**src/rtl/dll_pkg.sv**
```systemverilog
// Shared constants and types for the data-link-layer TX arbiter.
package dll_pkg;

  localparam int DLLP_LEN = 6;

  localparam logic TYPE_DLLP = 1'b0;
  localparam logic TYPE_TLP  = 1'b1;

  typedef enum logic [1:0] {
    IDLE    = 2'd0,
    TLP_RPL = 2'd1,
    TLP_NEW = 2'd2
  } arb_state_t;

  // Which requester owns the output register in the current cycle.
  typedef enum logic [1:0] {
    SEL_NONE = 2'd0,
    SEL_DLLP = 2'd1,
    SEL_RPL  = 2'd2,
    SEL_NEW  = 2'd3
  } src_sel_t;

endpackage

```
**src/rtl/dll_tx_arbiter_if.sv**
```systemverilog
// Requester and framer-side signals of the DLL TX arbiter, grouped into one bundle.
interface dll_tx_arbiter_if #(
  parameter int DATA_W = 128,
  parameter int LEN_W  = 6
);

  logic              dllp_req;
  logic [63:0]       dllp_data;
  logic              dllp_ack;

  logic              rpl_vld;
  logic [DATA_W-1:0] rpl_data;
  logic [LEN_W-1:0]  rpl_len;
  logic              rpl_end;
  logic              rpl_rdy;
  logic              rpl_active;

  logic              tlp_vld;
  logic [DATA_W-1:0] tlp_data;
  logic [LEN_W-1:0]  tlp_len;
  logic              tlp_end;
  logic              tlp_rdy;

  logic              o_vld;
  logic [DATA_W-1:0] o_data;
  logic [LEN_W-1:0]  o_len;
  logic              o_end;
  logic              o_type;
  logic              o_rdy;

  // Arbiter side.
  modport slave (
    input  dllp_req, dllp_data,
    input  rpl_vld, rpl_data, rpl_len, rpl_end, rpl_active,
    input  tlp_vld, tlp_data, tlp_len, tlp_end,
    input  o_rdy,
    output dllp_ack, rpl_rdy, tlp_rdy,
    output o_vld, o_data, o_len, o_end, o_type
  );

  // Requesters plus framer side.
  modport master (
    output dllp_req, dllp_data,
    output rpl_vld, rpl_data, rpl_len, rpl_end, rpl_active,
    output tlp_vld, tlp_data, tlp_len, tlp_end,
    output o_rdy,
    input  dllp_ack, rpl_rdy, tlp_rdy,
    input  o_vld, o_data, o_len, o_end, o_type
  );

endinterface

```
**src/rtl/dll_tx_out_reg.sv**
```systemverilog
// Single-entry ready/valid output register toward the physical-layer framer.
module dll_tx_out_reg #(
  parameter int DATA_W = 128,
  parameter int LEN_W  = 6
) (
  input  logic              clk,
  input  logic              rst_n,
  input  logic              in_vld,
  input  logic [DATA_W-1:0] in_data,
  input  logic [LEN_W-1:0]  in_len,
  input  logic              in_end,
  input  logic              in_type,
  input  logic              o_rdy,
  output logic              load,
  output logic              o_vld,
  output logic [DATA_W-1:0] o_data,
  output logic [LEN_W-1:0]  o_len,
  output logic              o_end,
  output logic              o_type
);

  logic              vld_r;
  logic [DATA_W-1:0] data_r;
  logic [LEN_W-1:0]  len_r;
  logic              end_r;
  logic              type_r;

  // Empty, or the held beat leaves this cycle.
  assign load = !vld_r | o_rdy;

  // Capture a new beat only when load is open; otherwise hold everything stable.
  always_ff @(posedge clk or negedge rst_n) begin
    if (!rst_n) begin
      vld_r  <= 1'b0;
      data_r <= {DATA_W{1'b0}};
      len_r  <= {LEN_W{1'b0}};
      end_r  <= 1'b0;
      type_r <= 1'b0;
    end else if (load) begin
      vld_r <= in_vld;
      if (in_vld) begin
        data_r <= in_data;
        len_r  <= in_len;
        end_r  <= in_end;
        type_r <= in_type;
      end
    end
  end

  assign o_vld  = vld_r;
  assign o_data = data_r;
  assign o_len  = len_r;
  assign o_end  = end_r;
  assign o_type = type_r;

endmodule

```
**src/rtl/dll_tx_arbiter.sv**
```systemverilog
// DLL TX scheduler: DLLP / replay / new-TLP arbitration with packet atomicity and
// a bounded DLLP run while a TLP source waits.
module dll_tx_arbiter
  import dll_pkg::*;
#(
  parameter int DATA_W       = 128,
  parameter int LEN_W        = 6,
  parameter int MAX_DLLP_RUN = 4
) (
  input  logic           clk,
  input  logic           rst_n,
  dll_tx_arbiter_if.slave bus
);

  localparam int              CNT_W   = $clog2(MAX_DLLP_RUN + 1);
  localparam logic [CNT_W-1:0] MAX_CNT = CNT_W'(MAX_DLLP_RUN);

  arb_state_t        state_r;
  arb_state_t        state_nxt_s;
  logic [CNT_W-1:0]  starve_cnt_r;
  logic [CNT_W-1:0]  starve_nxt_s;
  src_sel_t          sel_s;

  logic              load_s;
  logic              tlp_wait_s;
  logic              force_s;

  logic              beat_vld_s;
  logic [DATA_W-1:0] beat_data_s;
  logic [LEN_W-1:0]  beat_len_s;
  logic              beat_end_s;
  logic              beat_type_s;

  assign tlp_wait_s = bus.rpl_vld | (bus.tlp_vld & !bus.rpl_active);
  assign force_s    = (starve_cnt_r == MAX_CNT) & tlp_wait_s;

  // Grant selection, next state and next starvation count.
  always_comb begin
    sel_s        = SEL_NONE;
    state_nxt_s  = state_r;
    starve_nxt_s = starve_cnt_r;
    if (load_s) begin
      case (state_r)
        IDLE: begin
          if (bus.dllp_req && !force_s) begin
            sel_s = SEL_DLLP;
            if (tlp_wait_s) begin
              starve_nxt_s = (starve_cnt_r == MAX_CNT) ? MAX_CNT : starve_cnt_r + 1'b1;
            end else begin
              starve_nxt_s = {CNT_W{1'b0}};
            end
          end else if (bus.rpl_vld) begin
            sel_s        = SEL_RPL;
            starve_nxt_s = {CNT_W{1'b0}};
            state_nxt_s  = bus.rpl_end ? IDLE : TLP_RPL;
          end else if (bus.tlp_vld && !bus.rpl_active) begin
            sel_s        = SEL_NEW;
            starve_nxt_s = {CNT_W{1'b0}};
            state_nxt_s  = bus.tlp_end ? IDLE : TLP_NEW;
          end else begin
            sel_s = SEL_NONE;
          end
        end
        TLP_RPL: begin
          if (bus.rpl_vld) begin
            sel_s       = SEL_RPL;
            state_nxt_s = bus.rpl_end ? IDLE : TLP_RPL;
          end else begin
            sel_s = SEL_NONE;
          end
        end
        // rpl_active is deliberately ignored here so a started TLP always completes.
        TLP_NEW: begin
          if (bus.tlp_vld) begin
            sel_s       = SEL_NEW;
            state_nxt_s = bus.tlp_end ? IDLE : TLP_NEW;
          end else begin
            sel_s = SEL_NONE;
          end
        end
        default: begin
          sel_s       = SEL_NONE;
          state_nxt_s = IDLE;
        end
      endcase
    end else begin
      sel_s = SEL_NONE;
    end
  end

  // Beat multiplexer feeding the output register.
  always_comb begin
    beat_vld_s  = 1'b0;
    beat_data_s = {DATA_W{1'b0}};
    beat_len_s  = {LEN_W{1'b0}};
    beat_end_s  = 1'b0;
    beat_type_s = TYPE_DLLP;
    case (sel_s)
      SEL_DLLP: begin
        beat_vld_s  = 1'b1;
        beat_data_s = {bus.dllp_data, {(DATA_W-64){1'b0}}};
        beat_len_s  = LEN_W'(DLLP_LEN);
        beat_end_s  = 1'b1;
        beat_type_s = TYPE_DLLP;
      end
      SEL_RPL: begin
        beat_vld_s  = 1'b1;
        beat_data_s = bus.rpl_data;
        beat_len_s  = bus.rpl_len;
        beat_end_s  = bus.rpl_end;
        beat_type_s = TYPE_TLP;
      end
      SEL_NEW: begin
        beat_vld_s  = 1'b1;
        beat_data_s = bus.tlp_data;
        beat_len_s  = bus.tlp_len;
        beat_end_s  = bus.tlp_end;
        beat_type_s = TYPE_TLP;
      end
      default: begin
        beat_vld_s = 1'b0;
      end
    endcase
  end

  assign bus.dllp_ack = (sel_s == SEL_DLLP);
  assign bus.rpl_rdy  = (sel_s == SEL_RPL);
  assign bus.tlp_rdy  = (sel_s == SEL_NEW);

  // Arbitration state and starvation counter.
  always_ff @(posedge clk or negedge rst_n) begin
    if (!rst_n) begin
      state_r      <= IDLE;
      starve_cnt_r <= {CNT_W{1'b0}};
    end else begin
      state_r      <= state_nxt_s;
      starve_cnt_r <= starve_nxt_s;
    end
  end

  dll_tx_out_reg #(
    .DATA_W (DATA_W),
    .LEN_W  (LEN_W)
  ) u_out_reg (
    .clk     (clk),
    .rst_n   (rst_n),
    .in_vld  (beat_vld_s),
    .in_data (beat_data_s),
    .in_len  (beat_len_s),
    .in_end  (beat_end_s),
    .in_type (beat_type_s),
    .o_rdy   (bus.o_rdy),
    .load    (load_s),
    .o_vld   (bus.o_vld),
    .o_data  (bus.o_data),
    .o_len   (bus.o_len),
    .o_end   (bus.o_end),
    .o_type  (bus.o_type)
  );

endmodule

```
**src/flat_wrapper.sv**
```systemverilog
// flat-port wrapper written by rule: the top's interface ports become plain ports
module dll_tx_arbiter_flat import dll_pkg::*;
#(
  parameter int DATA_W       = 128,
  parameter int LEN_W        = 6,
  parameter int MAX_DLLP_RUN = 4
)
  (clk, rst_n, bus_dllp_req, bus_dllp_data, bus_rpl_vld, bus_rpl_data, bus_rpl_len, bus_rpl_end, bus_rpl_active, bus_tlp_vld, bus_tlp_data, bus_tlp_len, bus_tlp_end, bus_o_rdy, bus_dllp_ack, bus_rpl_rdy, bus_tlp_rdy, bus_o_vld, bus_o_data, bus_o_len, bus_o_end, bus_o_type);
  dll_tx_arbiter_if #(.DATA_W(DATA_W), .LEN_W(LEN_W)) bus_i ();
  input  logic clk;
  input  logic rst_n;
  input wire logic [$bits(bus_i.dllp_req)-1:0] bus_dllp_req;
  input wire logic [$bits(bus_i.dllp_data)-1:0] bus_dllp_data;
  input wire logic [$bits(bus_i.rpl_vld)-1:0] bus_rpl_vld;
  input wire logic [$bits(bus_i.rpl_data)-1:0] bus_rpl_data;
  input wire logic [$bits(bus_i.rpl_len)-1:0] bus_rpl_len;
  input wire logic [$bits(bus_i.rpl_end)-1:0] bus_rpl_end;
  input wire logic [$bits(bus_i.rpl_active)-1:0] bus_rpl_active;
  input wire logic [$bits(bus_i.tlp_vld)-1:0] bus_tlp_vld;
  input wire logic [$bits(bus_i.tlp_data)-1:0] bus_tlp_data;
  input wire logic [$bits(bus_i.tlp_len)-1:0] bus_tlp_len;
  input wire logic [$bits(bus_i.tlp_end)-1:0] bus_tlp_end;
  input wire logic [$bits(bus_i.o_rdy)-1:0] bus_o_rdy;
  output wire logic [$bits(bus_i.dllp_ack)-1:0] bus_dllp_ack;
  output wire logic [$bits(bus_i.rpl_rdy)-1:0] bus_rpl_rdy;
  output wire logic [$bits(bus_i.tlp_rdy)-1:0] bus_tlp_rdy;
  output wire logic [$bits(bus_i.o_vld)-1:0] bus_o_vld;
  output wire logic [$bits(bus_i.o_data)-1:0] bus_o_data;
  output wire logic [$bits(bus_i.o_len)-1:0] bus_o_len;
  output wire logic [$bits(bus_i.o_end)-1:0] bus_o_end;
  output wire logic [$bits(bus_i.o_type)-1:0] bus_o_type;
  assign bus_i.dllp_req = bus_dllp_req;
  assign bus_i.dllp_data = bus_dllp_data;
  assign bus_i.rpl_vld = bus_rpl_vld;
  assign bus_i.rpl_data = bus_rpl_data;
  assign bus_i.rpl_len = bus_rpl_len;
  assign bus_i.rpl_end = bus_rpl_end;
  assign bus_i.rpl_active = bus_rpl_active;
  assign bus_i.tlp_vld = bus_tlp_vld;
  assign bus_i.tlp_data = bus_tlp_data;
  assign bus_i.tlp_len = bus_tlp_len;
  assign bus_i.tlp_end = bus_tlp_end;
  assign bus_i.o_rdy = bus_o_rdy;
  assign bus_dllp_ack = bus_i.dllp_ack;
  assign bus_rpl_rdy = bus_i.rpl_rdy;
  assign bus_tlp_rdy = bus_i.tlp_rdy;
  assign bus_o_vld = bus_i.o_vld;
  assign bus_o_data = bus_i.o_data;
  assign bus_o_len = bus_i.o_len;
  assign bus_o_end = bus_i.o_end;
  assign bus_o_type = bus_i.o_type;
  dll_tx_arbiter #(.DATA_W(DATA_W), .LEN_W(LEN_W), .MAX_DLLP_RUN(MAX_DLLP_RUN)) u_core (.clk(clk), .rst_n(rst_n), .bus(bus_i));
endmodule
```
**config.mk**
```make
export PLATFORM = sky130hd
export DESIGN_NAME = dll_tx_arbiter_flat
export DESIGN_NICKNAME = d
export VERILOG_FILES = /design/src/rtl/dll_pkg.sv /design/src/rtl/dll_tx_arbiter_if.sv /design/src/rtl/dll_tx_out_reg.sv /design/src/rtl/dll_tx_arbiter.sv /design/src/flat_wrapper.sv
export SDC_FILE = /design/constraint.sdc
export NUM_CORES = 1
export LEC_CHECK = 0
export CAP_MARGIN = 20
export CORE_AREA = 8 8 183 185
export CTS_CLUSTER_SIZE = 25
export DETAILED_ROUTE_END_ITERATION = 12
export DIE_AREA = 0 0 191 193
export GPL_ROUTABILITY_DRIVEN = 0
export GPL_TIMING_DRIVEN = 0
export PLACE_DENSITY = 0.65
export SETUP_SLACK_MARGIN = 0.05
export SYNTH_ARGS = -nofsm -noshare
export SYNTH_HDL_FRONTEND = slang
export SYNTH_SLANG_ARGS = --single-unit
```
**constraint.sdc**
```tcl
create_clock -name clk -period 5.73 [get_ports clk]
set_input_delay 0.573 -clock clk [delete_from_list [all_inputs] [get_ports clk]]
set_output_delay 0.573 -clock clk [all_outputs]
set_load 0.02 [all_outputs]
```
==> results.py <==
metrics = {
    "run_status": {
        "outcome": "completed",
    },
    "global_routing": {
        "grt_use_total_pct": 18.17,
        "grt_max_degree": 91,
        "grt_first_pass_wirelength_um": 50780,
        "grt_pass1_vias": 8151,
        "antenna_found_initial": 2,
        "overflow": 0,
    },
    "layout": {
        "fin_util_pct": 43.49,
        "seq_area_sq_mm": 0.003553,
        "final_nets": 1510,
        "final_area_sq_mm": 0.01340,
        "drive_above_1_share_pct": 8.136,
        "multi_input_comb_area_sq_mm": 0.003347,
        "fillers": 3002,
        "area_growth_pct": 79.36,
    },
    "setup_path": {
        "cp_max_fo": 10,
        "crit_type": "primary input to output port",
        "reg2reg_depth": 9,
        "worstReg2RegStart": "u_core.starve_cnt_r[0]$_DFFE_PN0P_",
        "endpoint": "bus_rpl_rdy",
        "r2r_end": "u_core.u_out_reg.o_data[67]$_DFFE_PN0P_",
        "worstPathRequired_ns": 5.16,
        "crit_path_end_kind": "output port",
        "crit_start": "bus_dllp_req",
        "arrival_ns": 3.49,
        "slowest_stage": "clkdlybuf4s50_1",
        "crit_chain": "clkdlybuf4s50_1, a21boi_2, a211oi_4, o21ai_1, buf_2, buf_2, buf_1, nor2_1, clkdlybuf4s50_1",
        "slowest_delay_ns": 0.58,
        "startpoint_type": "primary input",
        "ff2ff_setup_slack_ns": 3.04,
    },
    "synth": {
        "yosys-top-cells-area": "dfrtp_1 (48%), mux2i_1 (16%), o2bb2ai_1 (8.0%)",
        "syn_inst": 667,
        "yosysMostFrequentCell": "dfrtp_1",
        "yosys_warnings": 0,
        "ys_seq_elements": 142,
        "synth.largest_area_cell": "dfrtp_1",
        "ys_types": 43,
        "syn_area_sq_mm": 0.007473,
        "yosysTopAreaCellShare_pct": 47.55,
        "synth_nets": 1010,
        "async_flop_share_pct": 100.0,
        "synth_edf_count": 0,
        "synthTopCellsByCount": "dfrtp_1 (142), mux2i_1 (123), inv_1 (68), o2bb2ai_1 (68), nor3_1 (41)",
        "synth_ff_type": "dfrtp_1",
        "seq_area_frac_synth_pct": 47.55,
        "syn_area_per_cell_sq_um": 11.20,
    },
    "sta": {
        "period_needed_ns": 4.058,
        "final_max_slew_viol_count": 0,
        "max_freq_ghz": 0.2464,
        "setup_violations": 0,
        "slew_headroom_pct": 49.92,
        "fin_setup_tns_ns": 0,
        "worst_pin_slew_ns": 0.7513,
        "setup_ws_ns": 1.672,
        "min_period_over_period_pct": 70.82,
        "hold_violations": 0,
        "finalClockSkew_ns": 0.01457,
        "rsz0062_at_grt": "no",
    },
    "placement": {
        "portBuffers": 480,
        "postPlaceCellArea_sq_mm": 0.01281,
        "dp_slack_ns": 1.566,
        "dp_hpwl_um": 27980,
    },
    "clocking": {
        "numCtsBuffers": 17,
        "htreeDepth": 4,
        "post_cts_buffers": 0,
        "cts_sinks": 142,
        "clockBufferDepth": 2,
        "clk_pin_slew_ns": 0.07,
        "hold_buffers": 0,
        "cts-resized-gates": 0,
        "clock_latency_ns": 0.43,
        "cts_tree": "built",
        "cts_root_buf": "clkbuf_16",
    },
    "flow_run": {
        "drv_cap": 0,
    },
    "detailed_routing": {
        "drt_first_pass_iters": 4,
        "drt.antenna.violating_nets": 0,
        "avgViaCountPerCell": 4.625,
        "route.detailed.drc": 0,
        "drt_iter0_drc": 225,
        "postRouteWirelength_um": 34670,
        "num_vias": 7321,
        "avgRoutedWirePerCell_um": 21.90,
    },
    "power_and_ir_drop": {
        "p_per_area_mw_per_mm2": 506.4,
        "ir_drop_v": 0.0002024,
        "power.leakage_nw": 5.790,
    },
    "floorplan": {
        "fp.dieW_um": 191,
        "io_pins": 481,
        "die-area_sq_mm": 0.03686,
        "die_height_um": 193,
        "start_util_pct": 24.25,
        "rows": 65,
        "core_area_sq_mm": 0.03082,
    },
    "hold_path": {
        "hold_class": "primary input to async pin",
    },
}
-- cell usage in the layout (no fill, tap or decap), drive strengths merged, types with 3 or more instances in the layout --
cell / instances
dfrtp: 142
o2bb2ai: 68
a221oi: 27
nand2: 31
o21ai: 12
a211oi: 13
clkinv: 3
a2111oi: 12
o221ai: 25
nor3b: 13
nor2: 8
mux2i: 123
clkdlybuf4s50: 479
clkinvlp: 3
nor3: 42
nand2b: 4
a21oi: 3
clkbuf: 42
inv: 73
buf: 37
-- sequential cells by signal, indices dropped and copies added (netlist names) --
signal                   flops
u_core.u_out_reg.o_len       6
u_core.u_out_reg.o_end       1
u_core.u_out_reg.o_type      1
u_core.state_r               2
u_core.starve_cnt_r          3
u_core.u_out_reg.o_vld       1
u_core.u_out_reg.o_data    128
-- logic make-up (layout without fill, tap and decap cells) --
kind of cell | after synthesis | in the layout | synth area share [%]
flip-flops | 142 | 142 | 47.55
multiplexers | 123 | 123 | 16.47
AND/OR/NAND/NOR | 106 | 106 | 7.183
buffers and inverters | 125 | 638 | 7.668
other | 0 | 1 | 0
AO/OA/AOI/OAI | 169 | 169 | 20.79
adder cells (fa/ha/maj) | 2 | 2 | 0.3348
-- report_power, final --
part | internal [mW] | total [mW] | switching (mW)
Combinational | 1.79 | 3.96 | 2.16
Clock | 0.644 | 1.12 | 0.480
Sequential | 1.46 | 1.71 | 0.250
Total | 3.89 | 6.79 | 2.89
-- cell type report --
| class | instances | area share, % |
|---|---|---|
| Antenna cell | 1 | 0.01867 |
| Buffer | 57 | 2.371 |
| Clock buffer | 20 | 3.482 |
| Clock inverter | 12 | 0.9334 |
| Inverter | 68 | 1.904 |
| Multi-Input combinational cell | 400 | 24.97 |
| Sequential cell | 142 | 26.51 |
| Tap cell | 402 | 3.752 |
| Timing Repair Buffer | 481 | 36.06 |
-- through the flow --
stage	std cells	hold WS (ns)	total power, mW
final	1583	0.1008	6.788
after global routing	1583	0.1179	7.232
after CTS	1582	0.1009	6.908
after detailed placement	1550	0.4730	5.749
after global placement	1549	0.4689	5.703
after floorplan	667	0.2774	3.910
-- routing by layer --
metal,global-route usage [%],vias up,wire length [um]
met5,0,-,13
met4,4.296,2,513
met3,5.881,26,2763
met2,32.57,296,17610
met1,20.66,3505,13770
li1,-,3492,-
-- critical path: cells and delay by family --
kind,cells,cell delay [ns]
compound gates,3,0.57
buf+inv,5,2.25
simple gates,1,0.08
-- worst min path at each step --
stage | to | slack, ns | cells after the start
floorplan | u_core.starve_cnt_r[0]$_DFFE_PN0P_ | 0.28 | 0
global placement | u_core.u_out_reg.o_type$_DFFE_PN0P_ | 0.47 | 1
detailed placement | u_core.u_out_reg.o_data[39]$_DFFE_PN0P_ | 0.47 | 1
CTS | u_core.u_out_reg.o_data[9]$_DFFE_PN0P_ | 0.10 | 1
global route | u_core.u_out_reg.o_data[16]$_DFFE_PN0P_ | 0.12 | 1
finish | u_core.u_out_reg.o_data[16]$_DFFE_PN0P_ | 0.10 | 1
(Power assumes the default switching activity.)
==> RTL edit 1 (same flow settings) <==
`MAX_DLLP_RUN` is set to 4 in 2 places; all go to 8.
--- a/src/rtl/dll_tx_arbiter.sv
+++ b/src/rtl/dll_tx_arbiter.sv
@@ -6,5 +6,5 @@
   parameter int DATA_W       = 128,
   parameter int LEN_W        = 6,
-  parameter int MAX_DLLP_RUN = 4
+  parameter int MAX_DLLP_RUN = 8
 ) (
   input  logic           clk,
--- a/src/flat_wrapper.sv
+++ b/src/flat_wrapper.sv
@@ -4,5 +4,5 @@
   parameter int DATA_W       = 128,
   parameter int LEN_W        = 6,
-  parameter int MAX_DLLP_RUN = 4
+  parameter int MAX_DLLP_RUN = 8
 )
   (clk, rst_n, bus_dllp_req, bus_dllp_data, bus_rpl_vld, bus_rpl_data, bus_rpl_len, bus_rpl_end, bus_rpl_active, bus_tlp_vld, bus_tlp_data, bus_tlp_len, bus_tlp_end, bus_o_rdy, bus_dllp_ack, bus_rpl_rdy, bus_tlp_rdy, bus_o_vld, bus_o_data, bus_o_len, bus_o_end, bus_o_type);
Behaviour: same outputs for any inputs over 4 cycles, from zero or initial values and one cycle with rst_n low; that may be too few to reach the edited logic, so the function may still have changed.
==> RTL edit 1 against the original RTL <==
First-iteration DRC count is 4.0% lower. Design area is 2.8% higher. Worst setup slack worse by 0.28 ns. Sequential cell count is 1 higher. Sequential share of layout area is 0.55 points lower. Area after synthesis is 4.3% higher. Die area stayed put. Routed wire length is 3.0% higher. Final cell count is 0.32% lower. Register-to-register slack worse by 0.15 ns. Power is 4.0% higher. Largest cell class unchanged.
==> RTL edit 1: results <==
[status]
status = "completed"

[worst_setup_path]
rrSetupSlack_ns = 2.89
crit_start = "bus_rpl_active"
r2r-end = "u_core.u_out_reg.o_data[59]$_DFFE_PN0P_"
crit_slowest_cell = "o21ai_2"
critPathMaxStageDelay_ns = 0.66
r2r_cells = 8
arrival_ns = 3.77

[logic_synthesis]
synth_fp_nets = 1007
synthCells = 664
yosysSeqAreaShare = 0.459
yosysUniqueCellTypes = 37
yosys-top-cells-count = "dfrtp_1, mux2i_1, inv_1"

[global_routing]
antenna_found_initial = 1
grt_pass1_wl_um = 52300
grt_pass1_vias = 8237

[routing]
drt_iter0_markers = 216
wl_um = 35700
viasPerCell = 4.66

[finish]
stdcell_count = 1578
drive_gt1_frac = 0.121

[pwr]
ir_drop_mv = 0.199
p_sw_uw = 2950
p_leak_uw = 0.00590

[clocking]
cts_resized = 0

[place]
place_area_mm2 = 0.0131
hpwl_um = 28300

[sta]
fin_skew_ns = 0.00922
tightestPinTransition_ns = 0.923
RTL edit 1: cell count changes in the layout (fill, tap and decap cells not counted), moves of 13 or more:
cell and change:
a221oi_2 +44, mux2i_1 +13, nand2_1 -21, nor3_1 +25, o221ai_1 -25
RTL edit 1: worst min-delay path by stage:
stage | endpoint | cells after the start
after floorplan | u_core.starve_cnt_r[0]$_DFFE_PN0P_ | 0
after global placement | u_core.u_out_reg.o_type$_DFFE_PN0P_ | 1
after detailed placement | u_core.u_out_reg.o_data[19]$_DFFE_PN0P_ | 1
after CTS | u_core.u_out_reg.o_data[53]$_DFFE_PN0P_ | 1
after global routing | u_core.u_out_reg.o_data[53]$_DFFE_PN0P_ | 1
final | u_core.u_out_reg.o_data[53]$_DFFE_PN0P_ | 1
RTL edit 1: per-stage QoR:
step	power (uW)	TNS (ns)	hold slack, ns	utilization	setup slack [ns]
floorplan	4040	0	0.277	-	3.06
global placement	5840	-311.10	0.461	0.425	-2.19
detailed placement	5870	0	0.473	0.426	1.25
CTS	7170	0	0.166	0.447	1.24
global route	7500	0	0.181	0.447	1.08
finish	7060	0	0.149	0.447	1.39
RTL edit 1: layer usage:
layer,vias up,part of all wire,global-route usage
met5,-,0,0
met4,0,0.017,0.0492
met3,29,0.097,0.0721
met2,354,0.49,0.327
met1,3501,0.39,0.219
li1,3474,-,-
RTL edit 1: logic make-up after synthesis:
logic type | synth area share
buffers and inverters | 0.0773
DFF | 0.459
muxes | 0.175
AOI/OAI and AO/OA | 0.220
adders and majority gates | 0.00321
and+or+nand+nor | 0.0656
RTL edit 1: final cells by class:
type	count	area [um^2]	share of cell area
plain buffers	59	340	0.0247
clock buffers	18	439	0.0319
clock inverters	13	211	0.0153
inverters	70	263	0.0191
multi-input cells	392	3620	0.262
flip-flops and latches	143	3580	0.260
well taps	402	503	0.0365
repair buffers	481	4830	0.351
RTL edit 1: worst register-to-register path: stages, from the launching register on:
cell and delay, ns:
dfrtp_1 0.40, inv_1 0.06, ha_1 0.22, nand3b_4 0.11, a221oi_4 0.09, o21ai_2 0.66
clkbuf_1 0.53, buf_1 0.50, o2bb2ai_1 0.13
RTL edit 1: power by group through the flow:
| stage | clock network (uW) | registers, uW | logic, uW |
|---|---|---|---|
| after global placement | 0 | 1710 | 4130 |
| final | 1270 | 1710 | 4070 |
| after detailed placement | 0 | 1720 | 4150 |
| after floorplan | 0 | 2210 | 1830 |
| after global routing | 1350 | 1770 | 4380 |
| after CTS | 1300 | 1720 | 4150 |
==> RTL edit 2 (same settings) <==
Without the edit above. Re-encode `arb_state_t` (3 states) as one-hot, 3 bits wide.
--- a/src/rtl/dll_pkg.sv
+++ b/src/rtl/dll_pkg.sv
@@ -7,8 +7,8 @@
   localparam logic TYPE_TLP  = 1'b1;
 
-  typedef enum logic [1:0] {
-    IDLE    = 2'd0,
-    TLP_RPL = 2'd1,
-    TLP_NEW = 2'd2
+  typedef enum logic [2:0] {
+    IDLE    = 3'b001,
+    TLP_RPL = 3'b010,
+    TLP_NEW = 3'b100
   } arb_state_t;
 
Formal check against the unedited RTL: no difference found for any inputs over 4 cycles, from zero or initial values and one cycle with rst_n low; so few cycles prove little.
==> RTL edit 2 against the original RTL <==
Synthesized cell count is 1.0% higher. Clock skew is 0.0078 ns lower. Design area is 2.2% lower. Largest cell class unchanged. Worst setup slack better by 0.40 ns. Worst hold slack better by 0.041 ns. Combinational power is 8.8% lower. Sequential cell count is 1 higher. Largest power group unchanged. Final cell count is 0.32% higher. Area after synthesis is 3.8% lower. Routed wire length is 1.9% lower. Power is 5.4% lower. Fmax is 11% higher.
==> RTL edit 2: results <==
[routing]
viasPerCell = 4.56
drt_iter0_markers = 226
wl_um = 34000
wl_met3_um = 3090
firstDrtPassIters = 4
m1WireLength_um = 13400
highest_layer = "met4"
num_vias = 7244
met2_length_um = 16800

[place]
hpwl_um = 27700
place_ws_ns = 2.04
port_buffers = 479
place_area_mm2 = 0.0125
place_inst = 1556

[worst_setup_path]
crit_family = "buffers and inverters"
arrival_ns = 3.09
r2r_cells = 7
critPathMaxStageDelay_ns = 0.65
crit_slowest_cell = "clkdlybuf4s50_1"
crit_fanout = 10

[pwr]
ir_drop_mv = 0.190
power.share.clock = 0.180
p_comb_frac = 0.562
p_leak_uw = 0.00579
p_sw_uw = 2650

[logic_synthesis]
synthCells = 674
synthTopCellsByArea = "dfrtp_1, mux2i_1, a22oi_1, o21ai_0, nand2_1"
yosysSeqAreaShare = 0.498
yosysUniqueCellTypes = 46
ys_async_sr_fraction = 1.00
ys_warn_count = 0
synth_fp_nets = 1017
yosys-top-cells-count = "dfrtp_1, mux2i_1, o21ai_0"

[sta]
finalSetupTns_ns = 0
fin_skew_ns = 0.00680
tightestPinTransition_ns = 0.924

[global_routing]
use_met3 = 0.0621
grt_max_degree = 77
grt_usage = 0.178
grt_use_met2 = 0.306
use_met1 = 0.203
grt_pass1_wl_um = 49800
grt_pass1_vias = 8037
grt-ovfl-total = 0
antenna_found_initial = 1

[clocking]
htree_num_levels = 4
clkTransAtPathRegs_ns = 0.06
post_cts_buffers = 0
clock_path_buffers = 2
numCtsBuffers = 17
clock_latency_ns = 0.42
cts.root.buffer_cell = "clkbuf_16"
cts_resized = 0

[worst_hold_path]
hold_path_class = "in -> async"

[finish]
num-nets-final = 1516
drive_gt1_frac = 0.0600
largest_reg_flops = 128

[status]
status = "completed"
[RTL edit 2: cell types whose count changed after synthesis, sizes merged, moves of 24 or more]
cell,unedited run,this run
a22oi,0,64
inv,68,5
o2bb2ai,68,1
o21ai,12,135
o221ai,25,1
nand2,31,79
a221oi,27,0
nor3,42,3
[RTL edit 2: logic make-up (layout without fill, tap and decap cells)]
logic type / after synthesis / count (layout) / share of synthesized area
compound gates: 221 / 221 / 0.186
fa+ha+maj: 2 / 2 / 0.00348
buf+inv: 61 / 571 / 0.0519
flops: 143 / 143 / 0.498
mux: 136 / 136 / 0.191
other cells: 0 / 2 / 0
simple gates: 111 / 111 / 0.0691
[RTL edit 2: per-stage QoR]
stage | util | power [uW]
after global placement | 0.405 | 5300
after global routing | 0.425 | 6840
final | 0.425 | 6420
after floorplan | - | 3640
after CTS | 0.425 | 6530
after detailed placement | 0.406 | 5340
[RTL edit 2: path summary, 6_finish.rpt]
check	to	start	slack, ns
max	bus_rpl_rdy	bus_tlp_vld	2.07
min	u_core.u_out_reg.o_data[71]$_DFFE_PN0P_	rst_n	0.14
max reg2reg	u_core.u_out_reg.o_data[120]$_DFFE_PN0P_	u_core.state_r[0]$_DFFE_PN1P_	2.93
min reg2reg	u_core.u_out_reg.o_data[15]$_DFFE_PN0P_	u_core.u_out_reg.o_data[15]$_DFFE_PN0P_	0.48
max in group asynchronous	u_core.state_r[0]$_DFFE_PN1P_	rst_n	4.71
min in group clk	u_core.state_r[1]$_DFFE_PN0P_	bus_rpl_vld	0.43
[RTL edit 2: layout make-up]
type / instances / area [um^2]
clock inverter: 11 / 141
inverter: 5 / 18.8
multi-input combinational: 470 / 3240
clock buffer: 19 / 453
timing repair buffer: 480 / 4820
buffer: 56 / 354
fill: 2992 / 17700
sequential: 143 / 3580
tap: 402 / 503
antenna: 2 / 5.00
